$ cat src/rtl/one_hot_pkg.sv
// Shared constants and encode helpers for the one-hot decode/encode pipeline stages.
package one_hot_pkg;

    localparam int N_DEF     = 8;
    localparam int W_DEF     = 3;
    localparam int IDX_MAX_N = 64;
    localparam int IDX_MAX_W = 6;

    typedef enum logic [1:0] {
        ENC_ONE_HOT   = 2'd0,
        ENC_ZERO_HOT  = 2'd1,
        ENC_MULTI_HOT = 2'd2
    } enc_status_e;

    typedef enum logic [1:0] {
        S_EMPTY = 2'd0,
        S_MAIN  = 2'd1,
        S_FULL  = 2'd2
    } skid_state_e;

    function automatic enc_status_e onehot_status(input logic [IDX_MAX_N-1:0] vec);
        int unsigned ones;
        ones = 0;
        for (int i = 0; i < IDX_MAX_N; i++) begin
            if (vec[i]) ones++;
        end
        if (ones == 0)      return ENC_ZERO_HOT;
        else if (ones == 1) return ENC_ONE_HOT;
        else                return ENC_MULTI_HOT;
    endfunction

    // Returns {err, index}; the lowest set bit wins, an all-zero vector gives index 0.
    function automatic logic [IDX_MAX_W:0] onehot_to_index(input logic [IDX_MAX_N-1:0] vec);
        logic [IDX_MAX_W-1:0] idx;
        logic                 found;
        logic                 multi;
        idx   = '0;
        found = 1'b0;
        multi = 1'b0;
        for (int i = 0; i < IDX_MAX_N; i++) begin
            if (vec[i]) begin
                if (!found) idx = i[IDX_MAX_W-1:0];
                else        multi = 1'b1;
                found = 1'b1;
            end
        end
        return {(!found) | multi, idx};
    endfunction

endpackage

$ cat src/rtl/ohe_skid_buf.sv
// Two-entry skid buffer: registered output stage plus one spill slot, registered in_ready.
//
// state   | meaning
// S_EMPTY | nothing held, out_valid=0
// S_MAIN  | output register holds an entry, skid empty
// S_FULL  | output register and skid both hold entries, in_ready=0
module ohe_skid_buf
    import one_hot_pkg::*;
#(
    parameter int DW = 4
) (
    input  logic          clk,
    input  logic          rst,
    input  logic          in_valid,
    output logic          in_ready,
    input  logic [DW-1:0] in_data,
    output logic          out_valid,
    input  logic          out_ready,
    output logic [DW-1:0] out_data
);

    skid_state_e   state;
    logic [DW-1:0] skid_data;
    logic          accept;
    logic          drain;

    assign accept = in_valid & in_ready;
    assign drain  = out_valid & out_ready;

    always_ff @(posedge clk) begin
        if (rst) begin
            state     <= S_EMPTY;
            out_valid <= 1'b0;
            in_ready  <= 1'b1;
            out_data  <= '0;
            skid_data <= '0;
        end else begin
            case (state)
                S_EMPTY: begin
                    if (accept) begin
                        out_data  <= in_data;
                        out_valid <= 1'b1;
                        state     <= S_MAIN;
                    end
                end
                S_MAIN: begin
                    if (accept && !drain) begin
                        skid_data <= in_data;
                        in_ready  <= 1'b0;
                        state     <= S_FULL;
                    end else if (accept) begin
                        out_data <= in_data;
                    end else if (drain) begin
                        out_valid <= 1'b0;
                        state     <= S_EMPTY;
                    end
                end
                S_FULL: begin
                    // in_ready is low here, so no new entry can arrive this cycle
                    if (drain) begin
                        out_data <= skid_data;
                        in_ready <= 1'b1;
                        state    <= S_MAIN;
                    end
                end
                default: begin
                    state     <= S_EMPTY;
                    out_valid <= 1'b0;
                    in_ready  <= 1'b1;
                end
            endcase
        end
    end

endmodule

$ cat src/rtl/one_hot_encoder_pipe.sv
// One-hot to binary index encoder with valid/ready skid buffering and a saturating error counter.
module one_hot_encoder_pipe
    import one_hot_pkg::*;
#(
    parameter int N         = N_DEF,
    parameter int W         = W_DEF,
    parameter int ERR_CNT_W = 8
) (
    input  logic                 clk,
    input  logic                 rst,
    input  logic                 in_valid,
    output logic                 in_ready,
    input  logic [N-1:0]         in,
    output logic                 out_valid,
    input  logic                 out_ready,
    output logic [W-1:0]         out,
    output logic                 out_err,
    output logic [ERR_CNT_W-1:0] err_count,
    input  logic                 clear_err
);

    localparam logic [ERR_CNT_W-1:0] ERR_MAX = '1;

    if (N < 2 || (N & (N - 1)) != 0 || N > IDX_MAX_N || W != $clog2(N)) begin : g_bad_param
        $error("one_hot_encoder_pipe: N must be a power of two in 2..64 and W must be log2(N)");
    end

    logic [IDX_MAX_N-1:0] in_ext;
    logic [IDX_MAX_W:0]   enc;
    logic                 enc_err;
    logic [W-1:0]         enc_idx;
    logic                 accept;

    assign in_ext  = IDX_MAX_N'(in);
    assign enc     = onehot_to_index(in_ext);
    assign enc_idx = enc[W-1:0];

    // Index bits above W are always zero for a zero-extended input; folding them in keeps them live.
    if (W < IDX_MAX_W) begin : g_fold
        assign enc_err = enc[IDX_MAX_W] | (|enc[IDX_MAX_W-1:W]);
    end else begin : g_nofold
        assign enc_err = enc[IDX_MAX_W];
    end

    assign accept = in_valid & in_ready;

    ohe_skid_buf #(
        .DW(W + 1)
    ) u_skid (
        .clk      (clk),
        .rst      (rst),
        .in_valid (in_valid),
        .in_ready (in_ready),
        .in_data  ({enc_err, enc_idx}),
        .out_valid(out_valid),
        .out_ready(out_ready),
        .out_data ({out_err, out})
    );

    // Errors are counted at accept time; clear wins over a same-cycle increment.
    always_ff @(posedge clk) begin
        if (rst) begin
            err_count <= '0;
        end else if (clear_err) begin
            err_count <= '0;
        end else if (accept && enc_err && err_count != ERR_MAX) begin
            err_count <= err_count + 1'b1;
        end
    end

endmodule

$ cat config.mk
export PLATFORM = sky130hd
export DESIGN_NAME = one_hot_encoder_pipe
export DESIGN_NICKNAME = d
export VERILOG_FILES = /design/src/rtl/one_hot_pkg.sv /design/src/rtl/ohe_skid_buf.sv /design/src/rtl/one_hot_encoder_pipe.sv
export SDC_FILE = /design/constraint.sdc
export NUM_CORES = 1
export LEC_CHECK = 0
export ABC_AREA = 1
export BUFFER_PORTS_ARGS = -buffer_cell sky130_fd_sc_hd__buf_4
export CORE_MARGIN = 3
export CORE_UTILIZATION = 50
export DETAILED_ROUTE_END_ITERATION = 6
export PLACE_DENSITY = 0.81
export REMOVE_ABC_BUFFERS = 1
export SYNTH_ARGS = -nofsm -noshare
export SYNTH_HDL_FRONTEND = slang
export SYNTH_HIERARCHICAL = 1
export SYNTH_SLANG_ARGS = --single-unit
export TNS_END_PERCENT = 1
$ cat constraint.sdc
create_clock -name clk -period 1.69 [get_ports clk]
set_input_delay 0.0845 -clock clk [delete_from_list [all_inputs] [get_ports clk]]
set_output_delay 0.0845 -clock clk [all_outputs]
set_load 0.02 [all_outputs]
Yosys cells after proc, flatten, opt, wreduce, memory -nomap -nowiden
Index checks and enable logic that the tools add are counted.

cells by class
  $add $sub $neg = 1
  multipliers = 0
  div/mod/pow operators = 0
  $lt $le $gt $ge = 0
  equality and inequality tests = 11
  shifts and indexed selects = 0
  muxes and demuxes = 54
  bitwise operators = 6
  reductions and logical operators = 14

operators with widths
  cell                 number
  $mux 6               12
  $mux 1               30
  $mux 4               3
  $pmux 4 s3           1
  $mux 2               5
  $add 8x1->8 const B  1
  $ne 8x8->1 const B   1
  $ne 2x1->1 const B   3
  $ne 2x2->1 const B   3
  $pmux 1 s3           2
  $pmux 2 s3           1
  $reduce_and 3->1     2
  $reduce_and 5->1     1
  $reduce_and 4->1     1
  $logic_and 1x1->1    3
  $ne 3x1->1 const B   1
  $ne 3x2->1 const B   1
  $reduce_bool 3->1    1
  $reduce_or 3->1      1
  $and 1x1->1          2
  $eq 2x1->1 const B   1
  $eq 2x2->1 const B   1
  $logic_not 1->1      2
  $logic_not 2->1      1
  other kinds (4)      6

storage, ports and cells
  flip-flop bits (word level) = 20
  bits in latches = 0
  bits in writable memories = 0
  ROM bits = 0
  input bits = 13
  output and inout bits = 14
  logic and storage cells = 92
  memories = 0

Logic depth before layout (Yosys ltp)
Gate-level depths: netlist of run 1.

  depth in word-level cells = 20
  depth in mapped cells = 11
  depth with buffers taken out = 10

Hierarchy
Netlist of run 1, hierarchy kept.

by module, submodules not included
  module                times used  cells an instance  area an instance (sq um)  seq. area each (sq um)
  one_hot_encoder_pipe  1           97                 649.4                     160.2
  ohe_skid_buf          1           84                 580.6                     240.2

Least setup slack after synthesis of run 1
Ideal clock, no wire load.

  path kind = reg-to-reg
  from = register err_count[0]
  to = register err_count[7]
  library setup time = 121 ps
  arrival time = 1,314 ps
  data required time = 1,569 ps
  path slack = 254 ps
  stages on the path, launching flop included = 6
  buffers on the path = 0
  period minus slack after synthesis = 1,436 ps
  path through = dfxtp_1 -> ha_1 -> a41oi_4 -> nand2_2 -> nand2_1 -> a21oi_1

between the ends
  longest elaborated chain between the ends = 2
  elaborated cells between the ends (all ways) = 3
  those cells by class = 1 x add/sub; 1 x eq/ne; 1 x reduce/logical

RTL lines
  element                                              line                        RTL
  start: declaration                                   one_hot_encoder_pipe.sv:18  output logic [ERR_CNT_W-1:0] err_count,
  start signal: assignment                             one_hot_encoder_pipe.sv:67  err_count <= err_count + 1'b1;
  branches (longest 2 deep; another with $add 8x1->8)  n/a

Parallel ways; which one is timed is not known.
A chain may end at the register's enable or synchronous reset.

Worst setup path after layout of run 1
  from = register err_count[0]
  to = register err_count[4]

The elaborated chain is that of the path after synthesis.

==> metrics, run 1 <==
Maximum Capacitance Violations 0; synth top area cells dfxtp_1 33%, nand2_1 14%, nand3_1 7.3%, a21oi_1 6.5%, inv_1 6.4%; fillers 193; WP data required 1.88 ns; Fin Clk Skew 0.001045 ns; post-synth top area share 32.55%; core footprint 2276 um^2; RePlAce Congestion 0.8378; clk_lat worst skew 0.29 ns; combinational share of power 31.7%; layout cells sized above 1 23.22%; Slew headroom 76.97%; worst reg2reg setup slack 0.20 ns; critical-path cell list ha_1 > a41oi_4 > nand2_2 > nand2_1 > a21oi_1; CTS root buf clkbuf_4; syn avg cell area 6.795 um^2; slowest stage cell, crit path a41oi_4; initial antenna violation count 0; vias per cell 5.146; Ys Warns 6; final worst setup slack 0.2037 ns; Pleak 0.6895 nW; Iter 0 DRT Violations 45; clock-pin slew on the worst setup and hold paths 0.11 ns; maximum vdd drop 0.6563 mV; storage element area 400.4 um^2; Synth Cell Area 1230 um^2; Post-synth EDFFs 0; ant diodes 0; largest net degree at the start of global routing 13; R2R depth 5; Setup crit end err_count[4]$_SDFFE_PP0P_; Initial Util 54.04%; r2r startpoint err_count[0]$_SDFFE_PP0P_; H-tree depth 1; CTS tree built; Critical Path Start err_count[0]$_SDFFE_PP0P_; r2r endpoint err_count[4]$_SDFFE_PP0P_; Num CTS Buffers 3; top-count cell post-synth nand2_1; port bufs 26; aggregate global-route resource usage 18.39%; Setup crit end kind flip-flop; FMAX 0.6728 GHz; Unique masters post-synth 27; I/O pins 27; fin. max-slew vios 0; worst hold path type in2reg; outcome finished, final reports clean; Clock Path Buffers 2; Via Count 1230; Syn Inst Count 181; critical path arrival 1.67 ns; final design utilization 65.70%; Setup-failing EPs final 0; die width 55.60 um; first-pass GRT wire length 4.740 mm; worst slew pin tran 0.3444 ns; total grt overflow 0; synthesized flop and latch total 20; RSZ-0062 raised after global routing no; Final ANT Viol Nets 0; Avg WL per Cell 10.78 um; Post-CTS Resized 0; Pre-antenna DRT Iters 5; Power Dens Cells 805.9 nW/um^2; Clk pwr share 22.6%; Main synth FF type dfxtp_1; die height 55.60 um; sequential share of power 45.7%; worst setup path category reg2reg; area delta synth->final 21.57%; post-detail-place hpwl 1.989 mm; Post-synth ARST share 0%; Yosys top cell by area dfxtp_1; # DRC 0; Worst Path Max Fanout 10; Setup Total Neg Slack 0 ns; fin cells 239; Final Cycle Share 87.95%; vias in the first global route 1197; P_int 799.2 uW; Crit path largest cell delay 0.39 ns; die area 3091 um^2; area of the multi-input gates 719.4 um^2; Hold Vio Cnt, Final 0; minimum clock period 1.486 ns; switch share 33.67%; Commonest cells post-synth 47 x nand2_1, 21 x inv_1, 20 x dfxtp_1; sequential cell area fraction in the yosys report 32.55%; number of cell rows 17; CTS Sinks 20; Psw 405.8 uW; Post-layout nets 226; Setup crit start kind flip-flop; placed cells 234; power after layout 1.205 mW; pre-CTS setup slack 0.2195 ns; total wire length 2.576 mm
-- kinds of logic after synthesis --
group | synth area share [%]
XOR/XNOR | 3.561
AND/OR/NAND/NOR | 38.05
flip-flops | 32.55
buffers and inverters | 8.952
adder cells (fa/ha/maj) | 1.017
AO/OA/AOI/OAI | 15.87
-- through the flow --
stage          hold WS, ns  cell area [um^2]
6_report           0.03487              1495
3_5_place_dp        0.2871              1449
3_3_place_gp        0.2852              1449
5_1_grt            0.03841              1495
4_1_cts            0.02288              1495
2_1_floorplan       0.1536              1219
-- power groups by stage --
stage	combinational [mW]	sequential (mW)	clock, mW
2_1_floorplan	0.225	0.595	0
3_3_place_gp	0.370	0.559	0
3_5_place_dp	0.379	0.560	0
4_1_cts	0.383	0.551	0.282
5_1_grt	0.434	0.558	0.298
6_report	0.382	0.551	0.272
-- layout make-up --
| cell class | instances | share of cell area (%) |
|---|---|---|
| clock buffers | 4 | 2.427 |
| inverters | 26 | 6.611 |
| multi-input cells | 134 | 48.12 |
| flip-flops and latches | 20 | 26.78 |
| well taps | 28 | 2.343 |
| repair buffers | 27 | 13.72 |
-- worst min path at each step --
stage	start	to	slack [ns]	cells after the start
2_1_floorplan	rst	u_skid/out_valid$_SDFFE_PP0P_	0.15	1
3_3_place_gp	rst	u_skid/state[0]$_SDFFE_PP0P_	0.29	2
3_5_place_dp	rst	u_skid/state[0]$_SDFFE_PP0P_	0.29	2
4_1_cts	clear_err	err_count[0]$_SDFFE_PP0P_	0.02	4
5_1_grt	clear_err	err_count[0]$_SDFFE_PP0P_	0.04	4
6_report	clear_err	err_count[0]$_SDFFE_PP0P_	0.03	4
-- flip-flops by register name, summed over array words and instances (netlist names) --
name / cells
err_count: 8
u_skid/out_data: 4
u_skid/skid_data: 4
u_skid/state: 2
u_skid/in_ready: 1
u_skid/out_valid: 1
-- per-layer routing --
| metal | track usage [%] | part of all wire [%] | up-vias |
|---|---|---|---|
| met5 | 0 | 0 | - |
| met4 | 8.681 | 0.89 | 0 |
| li1 | - | - | 649 |
| met3 | 2.784 | 6.5 | 4 |
| met1 | 22.75 | 44 | 537 |
| met2 | 31.08 | 49 | 40 |
-- worst max-delay path, delay by kind of cell, from the launching register on --
kind | cells | cell delay (ns)
fa+ha+maj | 1 | 0.29
compound gates | 2 | 0.45
flops | 1 | 0.38
simple gates | 2 | 0.26
-- timing repair --
item,CTS,global route
buffers inserted,0,0
hold buffers,1,0
endpoints found under the hold margin,3,0
endpoints found under the setup margin,0,0
-- placed cells by master (no fill, tap or decap), types with 2 or more instances in the layout --
cell,instances
nand3_2,2
xor2_1,3
nand4_1,2
a21oi_1,16
nor2_4,3
dfxtp_1,20
nor2_1,16
o21ai_0,6
nand2_1,47
nand3_1,18
clkbuf_4,3
nand2_2,3
buf_4,26
o21ai_1,5
inv_2,4
xnor2_1,2
nand3_4,2
inv_1,21
Note: power is estimated with default switching activity, not from simulation.
==> run 2: changes to the inputs <==
CORE_UTILIZATION = 53   (was 50)
MAX_ROUTING_LAYER = met4   (was not set)
PLACE_DENSITY = 0.85   (was 0.81)
==> run 2 against run 1 <==
Net effect: wire length rose by 17%; global-route usage rose by 4.3 points; setup slack got worse by 0.048 ns; maximum frequency fell by 3.1%; clock-buffer cell count did not move; clock skew barely moved; non-clock buffer count did not move; hold slack got worse by 0.019 ns; power rose by 2.2%; register-to-register slack got worse by 0.05 ns; final area barely moved; critical endpoint is now err_count[6]$_SDFFE_PP0P_; largest cell class unchanged.
==> metrics, run 2 (same netlist as run 1, synthesis figures left out) <==
Top Registers err_count (8), u_skid/out_data (4), u_skid/skid_data (4); first-pass GRT wire length 4.823 mm (+1.8%); vias per cell 5.420 (+5.3%); Setup Total Neg Slack 0 ns (unchanged); CTS tree built; Post-layout nets 226 (unchanged); largest net degree at the start of global routing 13 (unchanged); Final Cycle Share 90.76% (+2.8 points); worst hold path type in2reg; Pleak 0.6895 nW (unchanged); clock-pin slew on the worst setup and hold paths 0.12 ns (about the same); r2r startpoint err_count[0]$_SDFFE_PP0P_; commonest non-fill, non-tap cell in the layout nand2_1; port bufs 26 (unchanged); Power Dens Cells 824.3 nW/um^2 (+2.3%); WHS Path Cells 4 (unchanged); die area 2934 um^2 (-5.1%); layout cells sized above 1 23.22% (unchanged); FMAX 0.6520 GHz (-3.1%); storage element area 400.4 um^2 (unchanged); fin cells 238 (-0.42%); area delta synth->final 21.46% (about the same); RSZ-0062 raised after global routing no; Crit path largest cell delay 0.41 ns (+0.02 ns); Via Count 1290 (+4.9%); critical path's top delay family compound AO/OA/AOI/OAI gates; worst setup path category reg2reg; Hold Crit Start clear_err; initial antenna violation count 0 (unchanged); number of cell rows 16 (-1); fin. max-slew vios 0 (unchanged); R2R depth 5 (unchanged); Hold Vio Cnt, Final 0 (unchanged); minimum clock period 1.534 ns (+0.04753 ns); post-detail-place hpwl 2.225 mm (+12%); WHS Endpoint err_count[0]$_SDFFE_PP0P_; worst path bufs/invs 0 (unchanged); Clock Path Buffers 2 (unchanged); Fin Clk Skew 0.001412 ns (+0.0003673 ns); Pre-antenna DRT Iters 4 (-1); worst slew pin tran 0.3703 ns (+0.02590 ns); Slew headroom 75.23% (-1.7 points); Setup crit end kind flip-flop; clk_lat worst skew 0.30 ns (about the same); vias in the first global route 1253 (+4.7%); core footprint 2082 um^2 (-8.5%); Num CTS Buffers 3 (unchanged); Final ANT Viol Nets 0 (unchanged); Avg WL per Cell 12.68 um (+18%); # DRC 0 (unchanged); Worst Path Max Fanout 10 (unchanged); worst reg2reg setup slack 0.16 ns (-0.05 ns); fillers 175 (-9.3%); Setup-failing EPs final 0 (unchanged); Setup crit start kind flip-flop; Most flops, register err_count; die width 54.17 um (-2.6%); total wire length 3.019 mm (+17%); CTS root buf clkbuf_4; placed cells 233 (-0.43%); total grt overflow 0 (unchanged); die height 54.17 um (-2.6%); critical-path cell list ha_1 > a41oi_4 > nand2_2 > nand2_1 > a21oi_1; postcts setup bufs 0 (unchanged); Initial Util 59.07% (+5.0 points); I/O pins 27 (unchanged); aggregate global-route resource usage 22.65% (+4.3 points); Iter 0 DRT Violations 46 (+2.2%); ant diodes 0 (unchanged); power after layout 1.232 mW (+2.2%); critical path arrival 1.73 ns (+0.06 ns); r2r endpoint err_count[6]$_SDFFE_PP0P_; Maximum Capacitance Violations 0 (unchanged); outcome finished, final reports clean; maximum vdd drop 0.6325 mV (-3.6%); RePlAce Congestion 0.8144 (-2.8%); WP data required 1.89 ns (about the same); slowest stage cell, crit path a41oi_4; CTS Sinks 20 (unchanged); max FFs per register 8 (unchanged); commonest cells after routing, fill and taps aside 47 x nand2_1, 26 x buf_4, 21 x inv_1; area of the multi-input gates 719.4 um^2 (unchanged); H-tree depth 1 (unchanged)
-- run 2: layout make-up --
| cell class | count | share of cell area (%) |
|---|---|---|
| inverter | 26 | 6.616 |
| sequential | 20 | 26.80 |
| clock buffer | 4 | 2.429 |
| tap | 27 | 2.261 |
| timing repair buffer | 27 | 13.74 |
| multi-input combinational | 134 | 48.16 |
-- run 2: where the power goes --
part / leakage (nW) / internal (mW) / switching (mW)
Sequential: 0.163 / 0.519 / 0.0328
Combinational: 0.505 / 0.149 / 0.245
Clock: 0.0210 / 0.131 / 0.154
-- run 2: worst register-to-register path, delay by kind of cell, from the launching register on --
family,cells,cell delay (ns)
adders and majority gates,1,0.29
DFF,1,0.38
AOI/OAI and AO/OA,2,0.47
and+or+nand+nor,2,0.28
-- run 2: how the worst max path moves through the flow --
stage                                          from                        end  slack, ns  depth (start not counted)
after floorplan           err_count[0]$_SDFFE_PP0P_  err_count[7]$_SDFFE_PP0P_       0.25                          5
after CTS                 err_count[0]$_SDFFE_PP0P_  err_count[2]$_SDFFE_PP0P_       0.17                          5
after global routing      err_count[0]$_SDFFE_PP0P_  err_count[6]$_SDFFE_PP0P_       0.07                          5
after detailed placement  err_count[0]$_SDFFE_PP0P_  err_count[2]$_SDFFE_PP0P_       0.20                          5
after global placement    err_count[0]$_SDFFE_PP0P_  err_count[7]$_SDFFE_PP0P_       0.27                          5
final                     err_count[0]$_SDFFE_PP0P_  err_count[6]$_SDFFE_PP0P_       0.16                          5
-- run 2: per-layer routing --
layer / part of all wire (%) / vias up / global-route usage, % / wire length, um
li1: - / 651 / - / -
met1: 42 / 574 / 24.66 / 1264
met2: 51 / 59 / 39.64 / 1541
met3: 5.9 / 6 / 3.047 / 177
met4: 1.2 / 0 / 11.62 / 37
met5: 0 / - / - / 0
-- run 2: per-stage QoR --
step	setup WS [ns]	instance area [um^2]	util, %	hold slack [ns]
detailed placement	0.1970	1448	69.53	0.2872
finish	0.1562	1494	71.75	0.01625
CTS	0.1717	1494	71.75	0.01277
global route	0.06703	1494	71.75	0.04555
global placement	0.2747	1448	69.53	0.2855
floorplan	0.2543	1219	-	0.1536
-- run 2: timing repair --
item,CTS,global route
endpoints found under the hold margin,3,0
resized for setup,0,0
hold buffers,1,0
